## src/rtl/amiga_eclk_bus.sv

```systemverilog
// Amiga E-clock (6800-style) peripheral bus sequencer: grants VPA cycles aligned to the
// ten-phase E period. Optional eclk integrity checker selected by MINIMIG_ECLK_CHECK_EN.
module amiga_eclk_bus (
    input  logic       clk,
    input  logic       rst_n,
    input  logic       clk7_en,
    input  logic [9:0] eclk,
    input  logic       req,
    output logic       vma,
    output logic       e_out,
    output logic       cia_stb,
    output logic       ack,
    output logic       sync_err
);

    typedef enum logic [2:0] {
        IDLE,
        WAIT,
        ARM,
        VMA,
        EHI,
        DONE
    } state_t;

    state_t     r_state;
    state_t     w_next;
    logic       w_oneHot;
    logic [3:0] w_ph;
    logic       w_phEvt;
    logic       r_vma;
    logic       r_eOut;
    logic       r_ack;
    logic       r_ciaStb;

    assign w_oneHot = (eclk != 10'd0) && ((eclk & (eclk - 10'd1)) == 10'd0);
    assign w_phEvt  = clk7_en && w_oneHot;

    always_comb begin
        w_ph = 4'd0;
        for (int k = 0; k < 10; k++) begin
            if (eclk[k]) begin
                w_ph = 4'(k);
            end
        end
    end

    // A dropped req aborts only before VMA; once VMA is driven the cycle must finish.
    always_comb begin
        w_next = r_state;
        case (r_state)
            IDLE: begin
                if (w_phEvt && req) begin
                    w_next = (w_ph <= 4'd3) ? ARM : WAIT;
                end
            end
            WAIT: begin
                if (!req) begin
                    w_next = IDLE;
                end else if (w_phEvt && w_ph == 4'd9) begin
                    w_next = ARM;
                end
            end
            ARM: begin
                if (!req) begin
                    w_next = IDLE;
                end else if (w_phEvt && w_ph == 4'd4) begin
                    w_next = VMA;
                end
            end
            VMA: begin
                if (w_phEvt && w_ph == 4'd5) begin
                    w_next = EHI;
                end
            end
            EHI: begin
                if (w_phEvt && w_ph == 4'd9) begin
                    w_next = DONE;
                end
            end
            DONE: begin
                if (!req) begin
                    w_next = IDLE;
                end
            end
            default: w_next = IDLE;
        endcase
    end

    always_ff @(posedge clk or negedge rst_n) begin
        if (!rst_n) begin
            r_state <= IDLE;
        end else begin
            r_state <= w_next;
        end
    end

    // Outputs are registered from the next state so they line up with the state itself.
    always_ff @(posedge clk or negedge rst_n) begin
        if (!rst_n) begin
            r_vma    <= 1'b0;
            r_eOut   <= 1'b0;
            r_ack    <= 1'b0;
            r_ciaStb <= 1'b0;
        end else begin
            r_vma    <= (w_next == VMA) || (w_next == EHI);
            r_eOut   <= (w_next == EHI);
            r_ack    <= (r_state == EHI) && (w_next == DONE);
            r_ciaStb <= (r_state == EHI) && (w_next == DONE);
        end
    end

    assign vma     = r_vma;
    assign e_out   = r_eOut;
    assign ack     = r_ack;
    assign cia_stb = r_ciaStb;

`ifdef MINIMIG_ECLK_CHECK_EN
    logic [3:0] r_prevPh;
    logic       r_havePrev;
    logic       r_syncErr;
    logic [3:0] w_prevPlus1;

    assign w_prevPlus1 = (r_prevPh == 4'd9) ? 4'd0 : r_prevPh + 4'd1;

    // Phase may repeat or advance by one; anything else means the E divider slipped.
    always_ff @(posedge clk or negedge rst_n) begin
        if (!rst_n) begin
            r_prevPh   <= 4'd0;
            r_havePrev <= 1'b0;
            r_syncErr  <= 1'b0;
        end else if (clk7_en) begin
            if (!w_oneHot) begin
                r_syncErr <= 1'b1;
            end else begin
                if (r_havePrev && (w_ph != r_prevPh) && (w_ph != w_prevPlus1)) begin
                    r_syncErr <= 1'b1;
                end
                r_prevPh   <= w_ph;
                r_havePrev <= 1'b1;
            end
        end
    end

    assign sync_err = r_syncErr;
`else
    assign sync_err = 1'b0;
`endif

endmodule

```

## config.mk

```make
export PLATFORM = sky130hd
export DESIGN_NAME = amiga_eclk_bus
export DESIGN_NICKNAME = d
export VERILOG_FILES = /design/src/rtl/amiga_eclk_bus.sv
export SDC_FILE = /design/constraint.sdc
export NUM_CORES = 1
export LEC_CHECK = 0
export CAP_MARGIN = 25
export CORE_AREA = 3 3 40 42
export CTS_BUF_LIST = sky130_fd_sc_hd__clkbuf_2
export DETAILED_ROUTE_END_ITERATION = 8
export DIE_AREA = 0 0 43 45
export PLACE_DENSITY = 0.71
export SYNTH_ARGS = -nofsm -noshare
export SYNTH_HDL_FRONTEND = slang
export SYNTH_SLANG_ARGS = --single-unit
```

## constraint.sdc

```tcl
create_clock -name clk -period 4.1 [get_ports clk]
set_clock_uncertainty 0.15 [all_clocks]
set_input_delay 0.615 -clock clk [delete_from_list [all_inputs] [get_ports clk]]
set_output_delay 0.615 -clock clk [all_outputs]
set_load 0.005 [all_outputs]
```

==> impl_results.md <==
* Worst Setup End Kind: register
* Vias/cell at 5.798
* Slowest CP cell: or4_4
* Final estimated routing congestion in global placement at a little under 0.9
* Psw at 0.00003640 W
* Max-cap violations at 0
* Setup slack, reg-to-reg at around 2400 ps
* Clock Sinks at 6
* Pre-CTS setup slack at 1285 ps
* Yosys warning count at 0
* Final hold vios at 0
* HPWL after DPL at ~1000 um
* Worst setup path endpoint: r_state[1]$_DFF_PN0_
* Fillers at 128
* FF-to-FF Start: r_state[0]$_DFF_PN0_
* WL final at 1226 um
* Outcome: finished clean
* Synth area leader: dfrtp_1
* Post-Syn Instances at 61
* Synth top area cells: dfrtp_1 29%, nor4_4 8.3%, a21oi_1 5.9%
* Total Nets Final at 95
* Port Buffers at 17
* GR Overflow Total at 0
* CTS tree: built
* Unrepaired setup endpoints after global routing: false
* Grt met1 use at roughly 17%
* Cts bufs inserted at 3
* Initial Util at about two fifths
* # H-tree levels at 1
* Worst setup startpoint: eclk[0]
* Crit start category: primary input
* Seq cells post-synth at 6
* Worst Path Buf+Inv at 1
* Final worst slack at about 1500 ps
* Clock latency on the worst-skew pair at 220 ps
* Post-CTS Setup Bufs at 0
* Post-synthesis sequential area ratio at just under 30%
* Largest stage delay on the critical path at 540 ps
* Worst-case reg-to-reg path depth at 6
* Seq pwr share at 45.1%
* Crit Path Max Fanout at 5
* Worst Path Class, Setup: in -> reg
* Critical Path RT at 4090 ps
* Die H at 45 um
* Core Footprint at 1285 um^2
* CTS root buf: clkbuf_2
* Power share of the combinational group at 24.2%
* Commonest non-fill, non-tap cell in the layout: clkdlybuf4s50_1
* Number of global-route vias before repair at 488
* Final period utilization at 62.92%
* Hold Slack at approximately 480 ps
* Most frequent cells in the layout: 17 x clkdlybuf4s50_1, 6 x nor2_1, 6 x a21oi_1, 6 x dfrtp_1
* # DRC at 0
* Leakage Power at 0.2723 nW
* Largest net degree at the start of global routing at 7
* Storage cell area at 150.1 um^2
* Grt met2 use at 22.16%
* Reg2reg end: vma$_DFF_PN0_
* Unique masters post-synth at 27
* Cell area after synthesis at 511.7 um^2
* First DRT Iteration DRCs at 16
* F_max at 0.3876 GHz
* Post-Syn Nets at 75
* First-pass GRT wire length at about 2000 um
* Worst min-delay path category: in -> async
* GR Util met3 at 4.382%
* Maximum clock path buffer count at 2
* Initial antenna violation count at 0
* I/O pin total at 19
* Power, Total at 0.0001316 W
* GRT busiest layer: met2
* Antenna-violating nets left at 0
* Crit-path cells: clkdlybuf4s50_1, nor4_4, nor4b_2, o21ai_1, or4_4, o211ai_2
* Finished Core Util at 54.53%
* Area Overhead vs Synth at 36.92%
* CP top delay family: simple AND/OR/NAND/NOR gates
* Relative slew slack at 65.27%
* Vias at 545
* GR Util All Layers at 13.39%
* Die width at 43 um
* PostCTS Resize Cnt at 0
* Hold_buf cts at 0
* Ant diodes at 0
* Worst VDD drop at 0.1178 mV
* CTS clk-pin slew, worst paths at 70 ps
* Power per cell area at 187.8 nW/um^2
* Final setup TNS at 0 ps
* Post-Syn Area per Cell at between 8 and 9 um^2
* Worst EP arrival at 2570 ps
* Worst-Margin Slew at 516.7 ps
* Cell row count at 13
* Cell internal pwr at 0.00009516 W
* Sw Share at roughly 28%
* Multi-input logic area at 339.1 um^2
* Max Transition Viols Final at 0
* Share of the synthesized area in the top cell type at 29.34%
* Share of layout cells above drive strength 1 at 11.39%
* Drt first pass iters at 4
* Die area at 1935 um^2
* Clock power share at 30.7%
* WL per Instance at 13.04 um
* Setup violations, final at 0
* Critical path depth at 6
* Fin crit period at 2580 ps
-- routing by layer --
layer  up-vias  share of wire, %
li1        265                 -
met1       248                41
met2        30                50
met3         2               7.7
met4         0              0.73
met5         -                 0
-- layout make-up --
| class | count | area share, % |
|---|---|---|
| multi-input cells | 51 | 48.39 |
| inverters | 2 | 1.071 |
| well taps | 15 | 2.679 |
| repair buffers | 17 | 24.29 |
| flip-flops and latches | 6 | 21.43 |
| clock buffers | 3 | 2.143 |
-- kinds of logic (layout without fill, tap and decap cells) --
family	count (synthesis)	after routing	synth area share, %
AO/OA/AOI/OAI	18	18	22.74
buffers and inverters	4	22	4.401
XOR/XNOR	1	1	1.712
other	1	1	0.7328
flip-flops	6	6	29.34
AND/OR/NAND/NOR	31	31	41.07
-- state kept, by name, indices dropped and copies added (netlist names) --
name and flops:
cia_stb 1, vma 1, e_out 1, r_state 3
-- worst min path at each step --
stage                              endpoint  slack, ps  depth (start not counted)
after global routing      cia_stb$_DFF_PN0_        500                          1
after CTS                 cia_stb$_DFF_PN0_        480                          1
after floorplan           cia_stb$_DFF_PN0_        170                          0
after global placement    cia_stb$_DFF_PN0_        480                          2
after detailed placement  cia_stb$_DFF_PN0_        480                          2
final                     cia_stb$_DFF_PN0_        480                          1
-- cells in the mapped netlist (all sizes together) --
library cell	count
o22ai	1
o21bai	1
o21a	1
a22oi	1
dfrtp	6
nor4	4
buf	2
a211o	2
inv	2
or4	1
nand2	5
a21oi	6
o21ai	4
xor2	1
nor3	5
nor3b	2
a211oi	1
o211ai	1
nand2b	3
nor4b	1
nand3b	1
nor2	6
nand3	3
conb	1
-- metrics by stage --
| stage | std cells | cell area (um^2) |
|---|---|---|
| floorplan | 61 | 511.7 |
| finish | 94 | 700.7 |
| global route | 94 | 700.7 |
| CTS | 94 | 700.7 |
| detailed placement | 91 | 685.7 |
| global placement | 91 | 685.7 |
-- power by group through the flow --
| stage | Sequential [W] | Combinational (W) | Clock, W |
|---|---|---|---|
| final | 0.0000594 | 0.0000318 | 0.0000403 |
| after detailed placement | 0.0000604 | 0.0000315 | 0 |
| after floorplan | 0.0000604 | 0.0000101 | 0 |
| after global placement | 0.0000604 | 0.0000314 | 0 |
| after global routing | 0.0000593 | 0.0000346 | 0.0000431 |
| after CTS | 0.0000594 | 0.0000317 | 0.0000415 |
Note: power is estimated with default switching activity, not from simulation.
